[config.mk]
export PLATFORM = sky130hd
export DESIGN_NAME = alu_mux_sched
export DESIGN_NICKNAME = d
export VERILOG_FILES = /design/src/rtl/alu_sched_pkg.sv /design/src/rtl/rr_arb4.sv /design/src/rtl/alu_mux_sched.sv
export SDC_FILE = /design/constraint.sdc
export NUM_CORES = 1
export LEC_CHECK = 0
export ABC_AREA = 1
export CORE_MARGIN = 10
export CORE_UTILIZATION = 45
export CTS_BUF_LIST = sky130_fd_sc_hd__clkbuf_8
export DETAILED_ROUTE_END_ITERATION = 8
export DONT_BUFFER_PORTS = 1
export PLACE_DENSITY_LB_ADDON = 0.12
export REMOVE_ABC_BUFFERS = 1
export SYNTH_ARGS = -nofsm -noshare
export SYNTH_HDL_FRONTEND = slang
export SYNTH_SLANG_ARGS = --single-unit
[constraint.sdc]
create_clock -name clkpos -period 1.8 [get_ports clkpos]
set_input_delay 0.18 -clock clkpos [delete_from_list [all_inputs] [get_ports clkpos]]
set_output_delay 0.18 -clock clkpos [all_outputs]
set_load 0.005 [all_outputs]
[src/rtl/alu_sched_pkg.sv]
// Shared types and constants for the ALU result-mux scheduler.
// Holds the scheduler state encoding, the requester count, the mux select
// encodings and a one-hot to index helper.
package alu_sched_pkg;

    localparam int NREQ = 4;

    // Maximum number of back-to-back grants a locked source may hold.
    localparam logic [2:0] LOCK_MAX = 3'd4;

    typedef enum logic [1:0] {
        IDLE    = 2'd0,
        SETUP   = 2'd1,
        HOLD    = 2'd2,
        CAPTURE = 2'd3
    } sched_state_t;

    localparam logic [1:0] SEL_A = 2'b00;
    localparam logic [1:0] SEL_B = 2'b01;
    localparam logic [1:0] SEL_C = 2'b10;
    localparam logic [1:0] SEL_D = 2'b11;

    // Convert a one-hot grant vector into the mux select index.
    function automatic logic [1:0] onehot_to_idx(input logic [NREQ-1:0] onehot);
        logic [1:0] idx;
        case (onehot)
            4'b0001: idx = SEL_A;
            4'b0010: idx = SEL_B;
            4'b0100: idx = SEL_C;
            4'b1000: idx = SEL_D;
            default: idx = SEL_A;
        endcase
        return idx;
    endfunction

endpackage

[src/rtl/rr_arb4.sv]
// Combinational 4-way round-robin arbiter.
// The request at index ptr has highest priority, then ptr+1, ... wrapping 3->0.
module rr_arb4
    import alu_sched_pkg::*;
(
    input  logic [NREQ-1:0] req,
    input  logic [1:0]      ptr,
    output logic [1:0]      win_idx,
    output logic            win_vld
);

    logic [NREQ-1:0] rot_s;
    logic [1:0]      off_s;

    // Rotate requests so the pointer position sits at bit 0, then pick the lowest set bit.
    always_comb begin
        rot_s = 4'({req, req} >> ptr);
        if (rot_s[0]) begin
            off_s = 2'd0;
        end else if (rot_s[1]) begin
            off_s = 2'd1;
        end else if (rot_s[2]) begin
            off_s = 2'd2;
        end else if (rot_s[3]) begin
            off_s = 2'd3;
        end else begin
            off_s = 2'd0;
        end
        win_idx = ptr + off_s;
        win_vld = |req;
    end

endmodule

[src/rtl/alu_mux_sched.sv]
// Round-robin scheduler for the shared 16-bit 4:1 ALU result mux.
// A winner's select is driven for one SETUP cycle, frozen for HOLD_CYCLES
// cycles while the adiabatic pipeline settles, then flagged capturable for
// one CAPTURE cycle.
// Optional feature: define ALU_MUX_SCHED_LOCK_EN to add the lock input, which
// lets a source keep the mux for up to LOCK_MAX consecutive grants.
module alu_mux_sched
    import alu_sched_pkg::*;
#(
    parameter int HOLD_CYCLES = 4
)
(
    input  logic            clkpos,
    input  logic            rst,
    input  logic [NREQ-1:0] req,
`ifdef ALU_MUX_SCHED_LOCK_EN
    input  logic [NREQ-1:0] lock,
`endif
    output logic [NREQ-1:0] gnt,
    output logic            in0,
    output logic            in1,
    output logic            mux_en,
    output logic            res_valid,
    output logic [1:0]      res_id,
    output logic            busy
);

    sched_state_t    state_r, state_s;
    logic [3:0]      cnt_r, cnt_s;
    logic [1:0]      ptr_r, ptr_s;
    logic [NREQ-1:0] gnt_r, gnt_s;
    logic [1:0]      sel_r, sel_s;
    logic            active_r, active_s;
    logic            res_valid_r, res_valid_s;
    logic [1:0]      res_id_r, res_id_s;
`ifdef ALU_MUX_SCHED_LOCK_EN
    logic [2:0]      lock_cnt_r, lock_cnt_s;
`endif

    logic [1:0]      cur_s;
    logic [NREQ-1:0] arb_req_s;
    logic [1:0]      win_idx_s;
    logic            win_vld_s;
    logic            grant_s;
    logic            release_s;

    // Current winner follows the held grant; the winner is excluded from re-arbitration.
    always_comb begin
        cur_s     = onehot_to_idx(gnt_r);
        arb_req_s = req & ~gnt_r;
    end

    rr_arb4 u_arb (
        .req     (arb_req_s),
        .ptr     (ptr_r),
        .win_idx (win_idx_s),
        .win_vld (win_vld_s)
    );

    // Next-state and next-output computation for the grant sequence.
    always_comb begin
        state_s     = state_r;
        cnt_s       = cnt_r;
        ptr_s       = ptr_r;
        gnt_s       = gnt_r;
        sel_s       = sel_r;
        res_valid_s = 1'b0;
        res_id_s    = res_id_r;
        grant_s     = 1'b0;
        release_s   = 1'b0;
`ifdef ALU_MUX_SCHED_LOCK_EN
        lock_cnt_s  = lock_cnt_r;
`endif

        case (state_r)
            IDLE: begin
                if (win_vld_s) begin
                    grant_s = 1'b1;
                end else begin
                    release_s = 1'b0;
                end
            end
            SETUP: begin
                if (!req[cur_s]) begin
                    release_s = 1'b1;
                end else begin
                    state_s = HOLD;
                    cnt_s   = 4'(HOLD_CYCLES - 1);
                end
            end
            HOLD: begin
                if (!req[cur_s]) begin
                    release_s = 1'b1;
                end else if (cnt_r == 4'd0) begin
                    state_s     = CAPTURE;
                    res_valid_s = 1'b1;
                    res_id_s    = cur_s;
                end else begin
                    cnt_s = cnt_r - 4'd1;
                end
            end
            CAPTURE: begin
`ifdef ALU_MUX_SCHED_LOCK_EN
                // A locked winner is re-granted in place: same select, pointer untouched.
                if (lock[cur_s] && req[cur_s] && (lock_cnt_r < LOCK_MAX)) begin
                    state_s    = SETUP;
                    lock_cnt_s = lock_cnt_r + 3'd1;
                end else if (win_vld_s) begin
                    grant_s = 1'b1;
                end else begin
                    release_s = 1'b1;
                end
`else
                if (win_vld_s) begin
                    grant_s = 1'b1;
                end else begin
                    release_s = 1'b1;
                end
`endif
            end
            default: begin
                release_s = 1'b1;
            end
        endcase

        if (grant_s) begin
            state_s = SETUP;
            gnt_s   = 4'b0001 << win_idx_s;
            sel_s   = win_idx_s;
            ptr_s   = win_idx_s + 2'd1;
`ifdef ALU_MUX_SCHED_LOCK_EN
            lock_cnt_s = 3'd1;
`endif
        end else if (release_s) begin
            state_s = IDLE;
            gnt_s   = 4'b0000;
            sel_s   = 2'b00;
        end else begin
            state_s = state_s;
        end

        active_s = (state_s != IDLE);
    end

    // State and output registers with synchronous reset.
    always_ff @(posedge clkpos) begin
        if (rst) begin
            state_r     <= IDLE;
            cnt_r       <= 4'd0;
            ptr_r       <= 2'd0;
            gnt_r       <= 4'b0000;
            sel_r       <= 2'b00;
            active_r    <= 1'b0;
            res_valid_r <= 1'b0;
            res_id_r    <= 2'd0;
`ifdef ALU_MUX_SCHED_LOCK_EN
            lock_cnt_r  <= 3'd0;
`endif
        end else begin
            state_r     <= state_s;
            cnt_r       <= cnt_s;
            ptr_r       <= ptr_s;
            gnt_r       <= gnt_s;
            sel_r       <= sel_s;
            active_r    <= active_s;
            res_valid_r <= res_valid_s;
            res_id_r    <= res_id_s;
`ifdef ALU_MUX_SCHED_LOCK_EN
            lock_cnt_r  <= lock_cnt_s;
`endif
        end
    end

    assign gnt       = gnt_r;
    assign in0       = sel_r[0];
    assign in1       = sel_r[1];
    assign mux_en    = active_r;
    assign busy      = active_r;
    assign res_valid = res_valid_r;
    assign res_id    = res_id_r;

endmodule

### Word level (Yosys, flattened, before mapping)

Index checks and enable logic that the tools add are counted.

* add/sub/neg operators: 3
* $lt $le $gt $ge: 1
* equality and inequality tests: 9
* shift-type cells: 2
* muxes and demuxes: 27
* bitwise logic cells: 4
* reduce and logical (&&, ||, !) cells: 11

Operator list (number)
* 2-to-1 mux 2 bit: 11
* 2-to-1 mux 4 bit: 5
* one-hot mux 4 bit (2 select lines): 1
* >> shifter 8 x 2 -> 4 bit: 1
* 2-to-1 mux 1 bit: 6
* != test 2 bit, second input constant: 3
* one-hot mux 2 bit (3 select lines): 1
* nonzero test 2 bit: 3
* bitwise AND 4 bit: 1
* == test 2 bit, second input constant: 2
* == test 4 x 2 -> 1 bit, second input constant: 1
* == test 4 x 3 -> 1 bit, second input constant: 1
* == test 4 bit, second input constant: 1
* logical NOT 4 bit: 1
* NOT 4 bit: 1
* one-hot mux 2 bit (2 select lines): 1
* AND reduction 4 bit: 1
* OR reduction 2 bit: 2
* OR reduction 4 bit: 1
* << shifter 1 x 2 -> 4 bit, first input constant: 1
* subtractor 4 x 1 -> 4 bit, second input constant: 1
* less-than comparator 2 x 3 -> 1 bit, second input constant: 1
* one-hot mux 1 bit (3 select lines): 1
* AND reduction 3 bit: 1
* 7 further kinds: 8

* register bits after elaboration: 18
* output and inout bits: 11
* word-level logic and storage cells: 65

### Longest topological paths before layout

Gate-level depths: netlist (run 1).

* word-level depth: 10
* mapped depth: 14
* depth with buffers taken out: 14

### By module

From an unflattened synthesis (run 1), not the netlist that was laid out.

* cells, all modules: 185
* area total of the unflattened synthesis: 1232.4 µm²

By module, submodules not included
* alu_mux_sched: instances 1, cells an instance 150, area each 1064.8 µm²
* rr_arb4: instances 1, cells an instance 35, area each 167.7 µm²

### Worst setup path after synthesis (run 1)

OpenSTA, ideal clock, no wires.

* path type: reg-to-reg
* start point: register ptr_r[0]
* end point: register ptr_r[1]
* setup time: 0.122 ns
* arrival: 1.808 ns
* required time: 1.678 ns
* slack: -0.130 ns
* stages on the path, launching flop included: 13
* buffers on the path: 0
* cells stage by stage: dfxtp_1 > inv_1 > nand3_1 > nand3_1 > nand2_1 > a21boi_0 > ha_1 > nand3_1 > nand2_1 > inv_1 > ha_1 > o21ai_0 > a21oi_1

* longest elaborated chain between the ends: 7

Ends and longest elaborated chain
* start, declared: line alu_mux_sched.sv:30 `logic [1:0] ptr_r, ptr_s;`
* start signal, assigned: line alu_mux_sched.sv:162 `ptr_r <= ptr_s;`
* >> shifter 8 x 2 -> 4 bit: line rr_arb4.sv:17 `rot_s = 4'({req, req} >> ptr);`
* 2-to-1 mux 2 bit: line rr_arb4.sv:24 `end else if (rot_s[3]) begin`
* 2-to-1 mux 2 bit: line rr_arb4.sv:22 `end else if (rot_s[2]) begin`
* 2-to-1 mux 2 bit: line rr_arb4.sv:20 `end else if (rot_s[1]) begin`
* 2-to-1 mux 2 bit: line rr_arb4.sv:18 `if (rot_s[0]) begin`
* adder 2 bit *: line rr_arb4.sv:29 `win_idx = ptr + off_s;`
* adder 2 x 1 -> 2 bit *: line alu_mux_sched.sv:130 `ptr_s = win_idx_s + 2'd1;`

Mark *: on every way between the ends. The rest lies on a longest branch, timed or not.
A chain may end at the register's enable or synchronous reset.

### Final worst setup path (run 1)

* start point: register ptr_r[0]
* end point: register gnt_r[1], in the netlist gnt[1]

* longest elaborated chain between the ends: 8

Ends and longest elaborated chain
* >> shifter 8 x 2 -> 4 bit: line rr_arb4.sv:17
* 2-to-1 mux 2 bit: line rr_arb4.sv:24
* 2-to-1 mux 2 bit: line rr_arb4.sv:22
* 2-to-1 mux 2 bit: line rr_arb4.sv:20
* 2-to-1 mux 2 bit: line rr_arb4.sv:18
* adder 2 bit *: line rr_arb4.sv:29
* << shifter 1 x 2 -> 4 bit *: line alu_mux_sched.sv:128 `gnt_s = 4'b0001 << win_idx_s;`
* 2-to-1 mux 4 bit *: line alu_mux_sched.sv:126 `if (grant_s) begin`
* end signal, assigned: line alu_mux_sched.sv:163 `gnt_r <= gnt_s;`
* end, declared: line alu_mux_sched.sv:31 `logic [NREQ-1:0] gnt_r, gnt_s;`

Marks and branches as above.

==> results of run 1 <==
cells in the mapped netlist:
| library cell | count | share of area |
|---|---|---|
| nand3_4 | 1 | 0.014 |
| clkbuf_1 | 1 | 0.0030 |
| buf_4 | 1 | 0.0061 |
| dfxtp_1 | 18 | 0.29 |
| ha_1 | 11 | 0.11 |
| a21boi_0 | 1 | 0.0061 |
| and2_1 | 1 | 0.0051 |
| nand3b_1 | 1 | 0.0061 |
| inv_1 | 27 | 0.082 |
| a21oi_1 | 13 | 0.053 |
| buf_2 | 1 | 0.0040 |
| nand2_2 | 3 | 0.015 |
| o31a_1 | 1 | 0.0071 |
| o22ai_1 | 2 | 0.010 |
| nor4_1 | 1 | 0.0051 |
| nand3_2 | 3 | 0.024 |
| o31ai_1 | 1 | 0.0061 |
| nand3_1 | 33 | 0.13 |
| nor2_1 | 8 | 0.024 |
| o21ai_0 | 3 | 0.012 |
| xnor2_1 | 1 | 0.0071 |
| o21ai_1 | 2 | 0.0081 |
| nand2_1 | 34 | 0.10 |
| nor2_2 | 3 | 0.015 |
| a211oi_1 | 1 | 0.0061 |
| clkinv_1 | 1 | 0.0030 |
| nand4_1 | 4 | 0.020 |
| inv_2 | 4 | 0.012 |
| xor2_1 | 1 | 0.0071 |
worst paths after layout:
kind | from | endpoint | cells past startpoint
worst max-delay path | ptr_r[0] | gnt[1] | 13
worst min-delay path | rst | cnt_r[0] | 2
worst max register to register | ptr_r[0] | gnt[1] | 13
worst min register to register | cnt_r[1] | cnt_r[1] | 2
cells by family (layout without fill, tap and decap cells):
logic type               count (synthesis)  after routing  synth area share
AO/OA/AOI/OAI                           24             24             0.108
XOR/XNOR                                 2              2            0.0141
adder cells (fa/ha/maj)                 11             11             0.111
buffers and inverters                   35             58             0.110
flip-flops                              18             18             0.291
AND/OR/NAND/NOR                         92             92             0.366
per-layer routing:
layer,vias up,track usage,share of wire
li1,643,-,-
met1,601,0.172,0.45
met2,41,0.205,0.45
met3,5,0.0395,0.087
met4,0,0.0549,0.014
met5,-,0,0
repair_timing:
action	CTS	global route
gates cloned	0	0
hold buffers	1	0
hold endpoints to repair	8	0
pin swaps	15	4
resized for setup	41	17
setup buffers	3	1
endpoints found under the setup margin	5	11
state kept, by name (all words and copies together) (netlist names):
register   flops
busy           1
gnt            4
sel_r          2
res_id         2
ptr_r          2
state_r        2
cnt_r          4
res_valid      1
critical path: stages, from the launching register on:
cell and delay [ps]:
dfxtp_4 400, buf_6 120, nand3_2 100, nand3_2 110
nand2_2 60, a21boi_2 170, ha_4 160, inv_2 30
nand3_2 60, nand2_2 70, buf_4 140, ha_2 160
nand2_1 60, a21oi_1 70
metrics by stage:
stage                     hold slack (ps)  setup TNS (ps)  area [sq um]  utilization
after global routing                 63.8            -600          1700        0.668
final                                71.7            -125          1700        0.668
after detailed placement              253            -919          1390        0.545
after CTS                            66.5           -39.5          1620        0.637
after global placement                253            -501          1390        0.545
after floorplan                       249            -134          1220            -
area by class of cell:
cell class	count	area (sq um)	share of cell area
clock buffer	4	55.1	0.0324
inverter	32	125	0.0736
multi-input combinational	129	936	0.551
sequential	18	367	0.216
tap	30	37.5	0.0221
timing repair buffer	22	179	0.105
power breakdown:
part           switching, mW  internal (mW)  total, mW
Sequential             0.122          0.560      0.682
Clock                  0.144          0.195      0.338
Combinational           1.49           1.12       2.61
==> reports/results.txt, run 1 <==
r2r setup slk -> -50 ps
Cells after DPL -> 226
most frequent cells in the layout -> nand2_1, inv_1, buf_4
Slew headroom -> 0.717
Vias/cell -> 5.49
Final WS setup -> -46.2 ps
final-report hold violation count -> 0
Finished Layout Cells -> 235
Die ar. -> 0.00525 sq mm
share of cells above drive strength 1 -> 0.400
Remaining DRCs -> 0
CTS tree -> yes
routed len/inst -> 14.8 microns
VDD IR max -> 1.32 mV
synth-to-layout area growth -> 37.2%
CP endpoint kind -> register
clock sinks -> 18
worst path required time -> 1940 ps
# rows -> 18
grt ovf -> 0
Syn Area/Cell -> 6.81 sq um
Bufs on Longest Clock Path -> 2
most common cell after layout, fill and taps aside -> nand2_1
YS warnings -> 0
chip width -> 72.5 microns
Skew-Pair Late Insertion Delay -> 260 ps
Post-Route WL -> 3.48 mm
GR Util All Layers -> 0.135
vias in the first global route -> 1228
Final min period -> 1850 ps
Yosys reg bits -> 18
crit-path max FO -> 5
IO Pins -> 17
port bufs -> 0
pwr dens -> 2140 mW/mm^2
Worst-path clk slew -> 70 ps
worst-margin pin slew -> 424 ps
root buffer cell -> clkbuf_8
Fin Clk Skew -> 4.14 ps
Mapped Cells -> 182
Core Region -> 0.00254 sq mm
drt first pass iters -> 4
fin. max-slew vios -> 0
CP startpoint kind -> register
Syn Std Cell Area -> 0.00124 sq mm
Leak -> 0.789 nW
GP Congestion -> 0.876
CP arrival -> 1980 ps
final-stage net count -> 223
iteration-0 DRC count of the detailed router -> 72
Netlist cell types -> 29
first-pass GRT wire length -> 5.77 mm
Final HPWL DP -> 2.34 mm
Die Height -> 72.5 microns
initial antenna violation count -> 0
Post-DRT Antenna Nets -> 0
failing checks -> negative setup slack
cts bufs inserted -> 3
fill count -> 208
initial core utilization -> 0.487
HP Class -> in -> reg
Power, Total -> 3.63 mW
outcome -> complete, but fails checks
final setup vio count -> 4
Max Cap Viol -> 0
htree depth -> 1
Crit Path Class -> reg -> reg
Final period util -> 1.03
DP Worst Slack -> -266 ps
vias -> 1290
# diodes -> 0
register area share after synthesis -> 0.291
max frequency -> 542 MHz
RSZ-0062 raised after global routing -> yes
largest net degree at the start of global routing -> 13
(Power assumes the default switching activity.)
==> run 2, diff against run 1 <==
- PLACE_DENSITY_LB_ADDON: 0.12 -> default
==> run 2 against run 1 <==
  * The run ends with negative hold slack, negative setup slack left
  * Via count is essentially flat
  * Clock skew shrank 1.0 ps
  * Count of clock-buffer cells in the layout is the same
  * Register-to-register slack gained 30 ps
  * Sequential share of layout area shrank 0.35 points
  * Global-route usage shrank 0.62 points
  * Utilization grew 0.89 points
  * Flip-flop and latch count is the same
  * Routed wire length grew 1.3%
  * Clock power shrank 3%
  * Combinational power grew 2%
  * Sequential power grew 3.5%
==> reports/results.txt, run 2 (synthesized netlist as in run 1, its figures left out) <==
outcome -> complete, but fails checks
failing checks -> negative hold slack, negative setup slack
Final min period -> 1820 ps (-26.8 ps)
Vias/cell -> 5.51 (+0.35%)
crit-path max FO -> 6 (+1)
most common cell after layout, fill and taps aside -> nand2_1
Core Region -> 0.00254 sq mm (unchanged)
synth-to-layout area growth -> 39.0%
Die Height -> 72.5 microns (unchanged)
cell family with the largest share of critical-path delay -> simple AND/OR/NAND/NOR gates
CTS tree -> yes
Slew headroom -> 0.733 (+0.0160)
pwr dens -> 2150 mW/mm^2 (+0.53%)
Skew-Pair Late Insertion Delay -> 250 ps (about the same)
Final HPWL DP -> 2.47 mm (+5.4%)
final-report hold violation count -> 8 (+8)
RSZ-0062 raised after global routing -> yes
port bufs -> 0 (unchanged)
final setup vio count -> 2 (-2)
Cells after DPL -> 227 (+0.44%)
Fin Clk Skew -> 3.14 ps (-0.999 ps)
initial core utilization -> 0.487 (unchanged)
fin. max-slew vios -> 0 (unchanged)
final-stage net count -> 222 (-0.45%)
routed len/inst -> 15.1 microns (+1.7%)
fill count -> 205 (-1.4%)
Critical Path Max Stage Delay -> 420 ps (+20 ps)
VDD IR max -> 1.28 mV (-3.1%)
iteration-0 DRC count of the detailed router -> 66 (-8.3%)
max frequency -> 550 MHz (+1.5%)
HP Class -> in -> reg
CP startpoint kind -> register
WP buf/inv -> 3 (unchanged)
vias in the first global route -> 1243 (+1.2%)
root buffer cell -> clkbuf_8
GP Congestion -> 0.836 (-4.6%)
CP endpoint kind -> register
# rows -> 18 (unchanged)
initial antenna violation count -> 0 (unchanged)
Final WS setup -> -19.4 ps (+26.8 ps)
htree depth -> 1 (unchanged)
Final Cell Area -> 0.00172 sq mm (+1.3%)
Finished Layout Cells -> 234 (-0.43%)
Post-DRT Antenna Nets -> 0 (unchanged)
Max Cap Viol -> 0 (unchanged)
Final period util -> 1.01 (-0.0149)
first-pass GRT wire length -> 5.69 mm (-1.3%)
worst path required time -> 1950 ps (about the same)
placed inst area -> 0.00140 sq mm (+0.54%)
vias -> 1289 (-0.078%)
largest net degree at the start of global routing -> 13 (unchanged)
post-layout util -> 0.677 (+0.00885)
Worst-path clk slew -> 70 ps (about the same)
IO Pins -> 17 (unchanged)
chip width -> 72.5 microns (unchanged)
Post-Route WL -> 3.53 mm (+1.3%)
worst-path cell chain -> inv_8, nand3_4, nand3_2, nand2_2, nand3_2, a21boi_2, ha_4, nand3_2, nand2_2, inv_2, buf_4, ha_4, nand2_2, a21oi_2
Die ar. -> 0.00525 sq mm (unchanged)
Crit Path Class -> reg -> reg
GR Util All Layers -> 0.128 (-0.00618)
Remaining DRCs -> 0 (unchanged)
Bufs on Longest Clock Path -> 2 (unchanged)
DP Worst Slack -> -318 ps (-51.3 ps)
share of cells above drive strength 1 -> 0.412 (+0.0118)
worst-margin pin slew -> 400 ps (-23.9 ps)
hold_ws -> -23.1 ps (-94.8 ps)
CP arrival -> 1970 ps (about the same)
Leak -> 0.797 nW (+0.93%)
clock sinks -> 18 (unchanged)
# diodes -> 0 (unchanged)
grt ovf -> 0 (unchanged)
Slowest cell on crit path -> dfxtp_4
cts bufs inserted -> 3 (unchanged)
drt first pass iters -> 4 (unchanged)
most frequent cells in the layout -> nand2_1, inv_1, buf_4
==> run 2: changes by cell type in the layout (fill, tap and decap cells not counted), moves of 2 or more <==
cell / previous run / this run
buf_4: 18 / 21
buf_6: 3 / 0
a21oi_2: 0 / 3
nand2_4: 1 / 3
a21oi_1: 13 / 10
==> run 2: final cells by class <==
type	instances	area (sq um)	share of cell area
clock buffer	4	55.1	0.0320
inverter	32	128	0.0741
multi-input combinational	129	978	0.568
sequential	18	365	0.212
tap	30	37.5	0.0218
timing repair buffer	21	158	0.0916
==> run 2: per-stage QoR <==
stage	power [mW]	TNS, ps
2_1_floorplan	1.99	-134
4_1_cts	3.31	-27.0
5_1_grt	4.03	-491
3_3_place_gp	2.57	-551
3_5_place_dp	2.64	-1220
6_report	3.70	-31.1
==> run 2: worst paths after layout <==
check | end | depth (start not counted) | slack (ps) | from
min | gnt[3] | 1 | -20 | rst
max | gnt[2] | 14 | -20 | ptr_r[0]
max reg2reg | gnt[2] | 14 | -20 | ptr_r[0]
min reg2reg | sel_r[1] | 2 | 500 | sel_r[1]
==> run 2: where the power goes <==
part / internal, mW / total, mW / switching (mW)
clock network: 0.194 / 0.328 / 0.134
registers: 0.560 / 0.706 / 0.147
logic: 1.12 / 2.67 / 1.55
==> run 2: what timing repair did <==
item	4_1_cts	5_1_grt
pin swaps	11	10
setup buffers	3	0
resized for setup	28	35
gates cloned	0	0
setup endpoints to repair	8	11
hold endpoints to repair	8	8
==> run 2: layer usage <==
metal | wire, microns | up-vias | global-route usage
li1 | - | 648 | -
met1 | 1590 | 588 | 0.165
met2 | 1540 | 44 | 0.195
met4 | 36 | 0 | 0.0295
met3 | 355 | 9 | 0.0517
met5 | 0 | - | 0
==> run 3, diff against run 2 <==
- CORE_UTILIZATION: 45 -> 55
- PLACE_DENSITY: default -> 0.73
- SYNTH_HIERARCHICAL: default -> 1
==> run 3 against run 2 <==
  * The run still ends with negative hold slack, negative setup slack left
  * Clock power shrank 13%
  * Cell count shrank 2.6%
  * Routed wire length grew 1.9%
  * Die area shrank 14%
  * Non-clock buffer count shrank 7
==> reports/results.txt, run 3 <==
Slowest cell on crit path -> dfxtp_4
largest net degree at the start of global routing -> 12 (-1)
most instantiated library cell after synthesis -> nand2_1
Vias/cell -> 5.48 (-0.55%)
root buffer cell -> clkbuf_8
GP Congestion -> 0.856 (+2.4%)
worst path required time -> 1950 ps (about the same)
Yosys reg bits -> 18 (unchanged)
Critical Path Max Stage Delay -> 390 ps (-30 ps)
Skew-Pair Late Insertion Delay -> 260 ps (about the same)
Finished Layout Cells -> 228 (-2.6%)
# diodes -> 0 (unchanged)
CTS tree -> yes
HP Class -> in -> reg
Post-Route WL -> 3.60 mm (+1.9%)
Main synth FF type -> dfxtp_1
hold_ws -> -33.7 ps (-10.5 ps)
YS warnings -> 6 (+6)
Power, Total -> 3.66 mW (-1.2%)
htree depth -> 1 (unchanged)
final setup vio count -> 6 (+4)
most used cell, CP -> nand3_2
largest cells by area after synthesis -> dfxtp_1, nand2_1, ha_1
Synth area leader -> dfxtp_1
Bufs on Longest Clock Path -> 2 (unchanged)
Die ar. -> 0.00453 sq mm (-14%)
vias in the first global route -> 1206 (-3.0%)
Netlist cell types -> 23 (-21%)
Yosys top cell area share -> 0.292 (+0.00148)
CP startpoint kind -> register
post-layout util -> 0.759 (+0.0824)
Remaining DRCs -> 0 (unchanged)
Final min period -> 1990 ps (+171 ps)
Post-synth ARST share -> 0 (unchanged)
max frequency -> 502 MHz (-8.6%)
most common cell after layout, fill and taps aside -> nand2_1
Final WS setup -> -190 ps (-171 ps)
Worst-path clk slew -> 70 ps (about the same)
synth-to-layout area growth -> 33.6%
# rows -> 17 (-1)
GR Util All Layers -> 0.151 (+0.0228)
IO Pins -> 17 (unchanged)
outcome -> complete, but fails checks
initial core utilization -> 0.568 (+0.0813)
chip width -> 67.3 microns (-7.1%)
pwr dens -> 2220 mW/mm^2 (+3.3%)
Slew headroom -> 0.841 (+0.108)
register area share after synthesis -> 0.292 (+0.00148)
most frequent cells in the layout -> nand2_1, inv_1, nand2_2
crit-path max FO -> 6 (unchanged)
Syn Area/Cell -> 6.66 sq um (-2.1%)
initial antenna violation count -> 0 (unchanged)
number of synthesized flops with an enable pin -> 0 (unchanged)
Post-DRT Antenna Nets -> 0 (unchanged)
worst-path cell chain -> inv_6, nand2_1, nand3_2, nand3_2, a21boi_2, ha_4, xor2_2, inv_1, nand3_2, nand2_4, inv_4, ha_4, nor2_2, nor2_1
iteration-0 DRC count of the detailed router -> 100 (+52%)
final-stage net count -> 219 (-1.4%)
Cells after DPL -> 221 (-2.6%)
fill count -> 147 (-28%)
worst-margin pin slew -> 237 ps (-163 ps)
final-report hold violation count -> 9 (+1)
RSZ-0062 raised after global routing -> yes
clock sinks -> 18 (unchanged)
Final HPWL DP -> 2.21 mm (-11%)
CP endpoint kind -> register
Fin Clk Skew -> 2.59 ps (-0.548 ps)
failing checks -> negative hold slack, negative setup slack
vias -> 1249 (-3.1%)
Mapped Cells -> 185 (+1.6%)
routed len/inst -> 15.8 microns (+4.6%)
grt ovf -> 0 (unchanged)
Max Cap Viol -> 0 (unchanged)
port bufs -> 0 (unchanged)
cts bufs inserted -> 3 (unchanged)
Syn Std Cell Area -> 0.00123 sq mm (-0.51%)
Crit Path Class -> reg -> reg
Final period util -> 1.11 (+0.0949)
first-pass GRT wire length -> 5.33 mm (-6.3%)
VDD IR max -> 1.28 mV (+0.46%)
drt first pass iters -> 4 (unchanged)
share of cells above drive strength 1 -> 0.410 (-0.00176)
fin. max-slew vios -> 0 (unchanged)
Leak -> 0.763 nW (-4.3%)
Core Region -> 0.00217 sq mm (-15%)
CP arrival -> 2140 ps (+170 ps)
Die Height -> 67.3 microns (-7.1%)
commonest cells in the netlist -> nand2_1, inv_1, nand3_1
==> run 3: changes by cell type after synthesis, moves of 3 or more <==
| cell | change |
|---|---|
| nand2_1 | +12 |
| inv_1 | -3 |
| o21ai_0 | +4 |
| nor2_1 | +6 |
| nand3_1 | -12 |
==> run 3: repair_timing <==
item                                    in CTS  in global routing
endpoints found under the setup margin       6                 14
cloned                                       0                  0
buffers inserted                             4                  0
endpoints found under the hold margin        9                  9
resized for setup                           41                 24
pin swaps                                   24                  6
==> run 3: cells by family after synthesis <==
group / count (synthesis) / share of synthesized area
flops: 18 / 0.292
buf+inv: 31 / 0.0975
simple gates: 100 / 0.384
compound gates: 22 / 0.0934
fa+ha+maj: 11 / 0.112
xor+xnor: 3 / 0.0213
==> run 3: worst paths after layout <==
check / startpoint / to / slack, ps / cells after the start
setup / recovery: ptr_r[0] / ptr_r[1] / -190 / 14
hold / removal: rst / gnt[2] / -30 / 1
setup reg to reg: ptr_r[0] / ptr_r[1] / -190 / 14
hold reg to reg: cnt_r[0] / cnt_r[0] / 490 / 1
==> run 3: layer usage <==
metal | share of wire | vias to the layer above | GRT usage
li1 | - | 622 | -
met1 | 0.40 | 570 | 0.167
met2 | 0.49 | 46 | 0.259
met3 | 0.083 | 11 | 0.0479
met4 | 0.030 | 0 | 0.0692
met5 | 0 | - | 0
==> run 3: final cells by class <==
| type | instances | area [sq um] | area share |
|---|---|---|---|
| inverter | 29 | 116 | 0.0707 |
| tap | 28 | 35.0 | 0.0213 |
| sequential | 18 | 370 | 0.225 |
| multi-input combinational | 136 | 971 | 0.590 |
| timing repair buffer | 14 | 113 | 0.0684 |
| clock buffer | 3 | 41.3 | 0.0251 |
==> run 3: stage by stage <==
stage	worst slack, ps	hold WS (ps)	cell area (sq um)	TNS, ps
6_report	-190	-33.7	1650	-993
4_1_cts	-118	-29.5	1550	-490
3_5_place_dp	-335	252	1330	-1460
3_3_place_gp	-210	251	1330	-832
2_1_floorplan	-191	249	1220	-479
5_1_grt	-283	-41.2	1650	-1560
==> run 3: critical path, delay by kind of cell (launching register included) <==
family | cells | cell delay (ps)
and+or+nand+nor | 7 | 590
adders and majority gates | 2 | 360
DFF | 1 | 390
xor gates and xnor gates | 1 | 150
AOI/OAI and AO/OA | 1 | 170
buffers and inverters | 3 | 240
==> run 3: power breakdown <==
part,switching (mW),leakage (nW),internal (mW)
Sequential,0.148,0.150,0.542
Clock,0.138,0.0216,0.149
Combinational,1.58,0.591,1.10
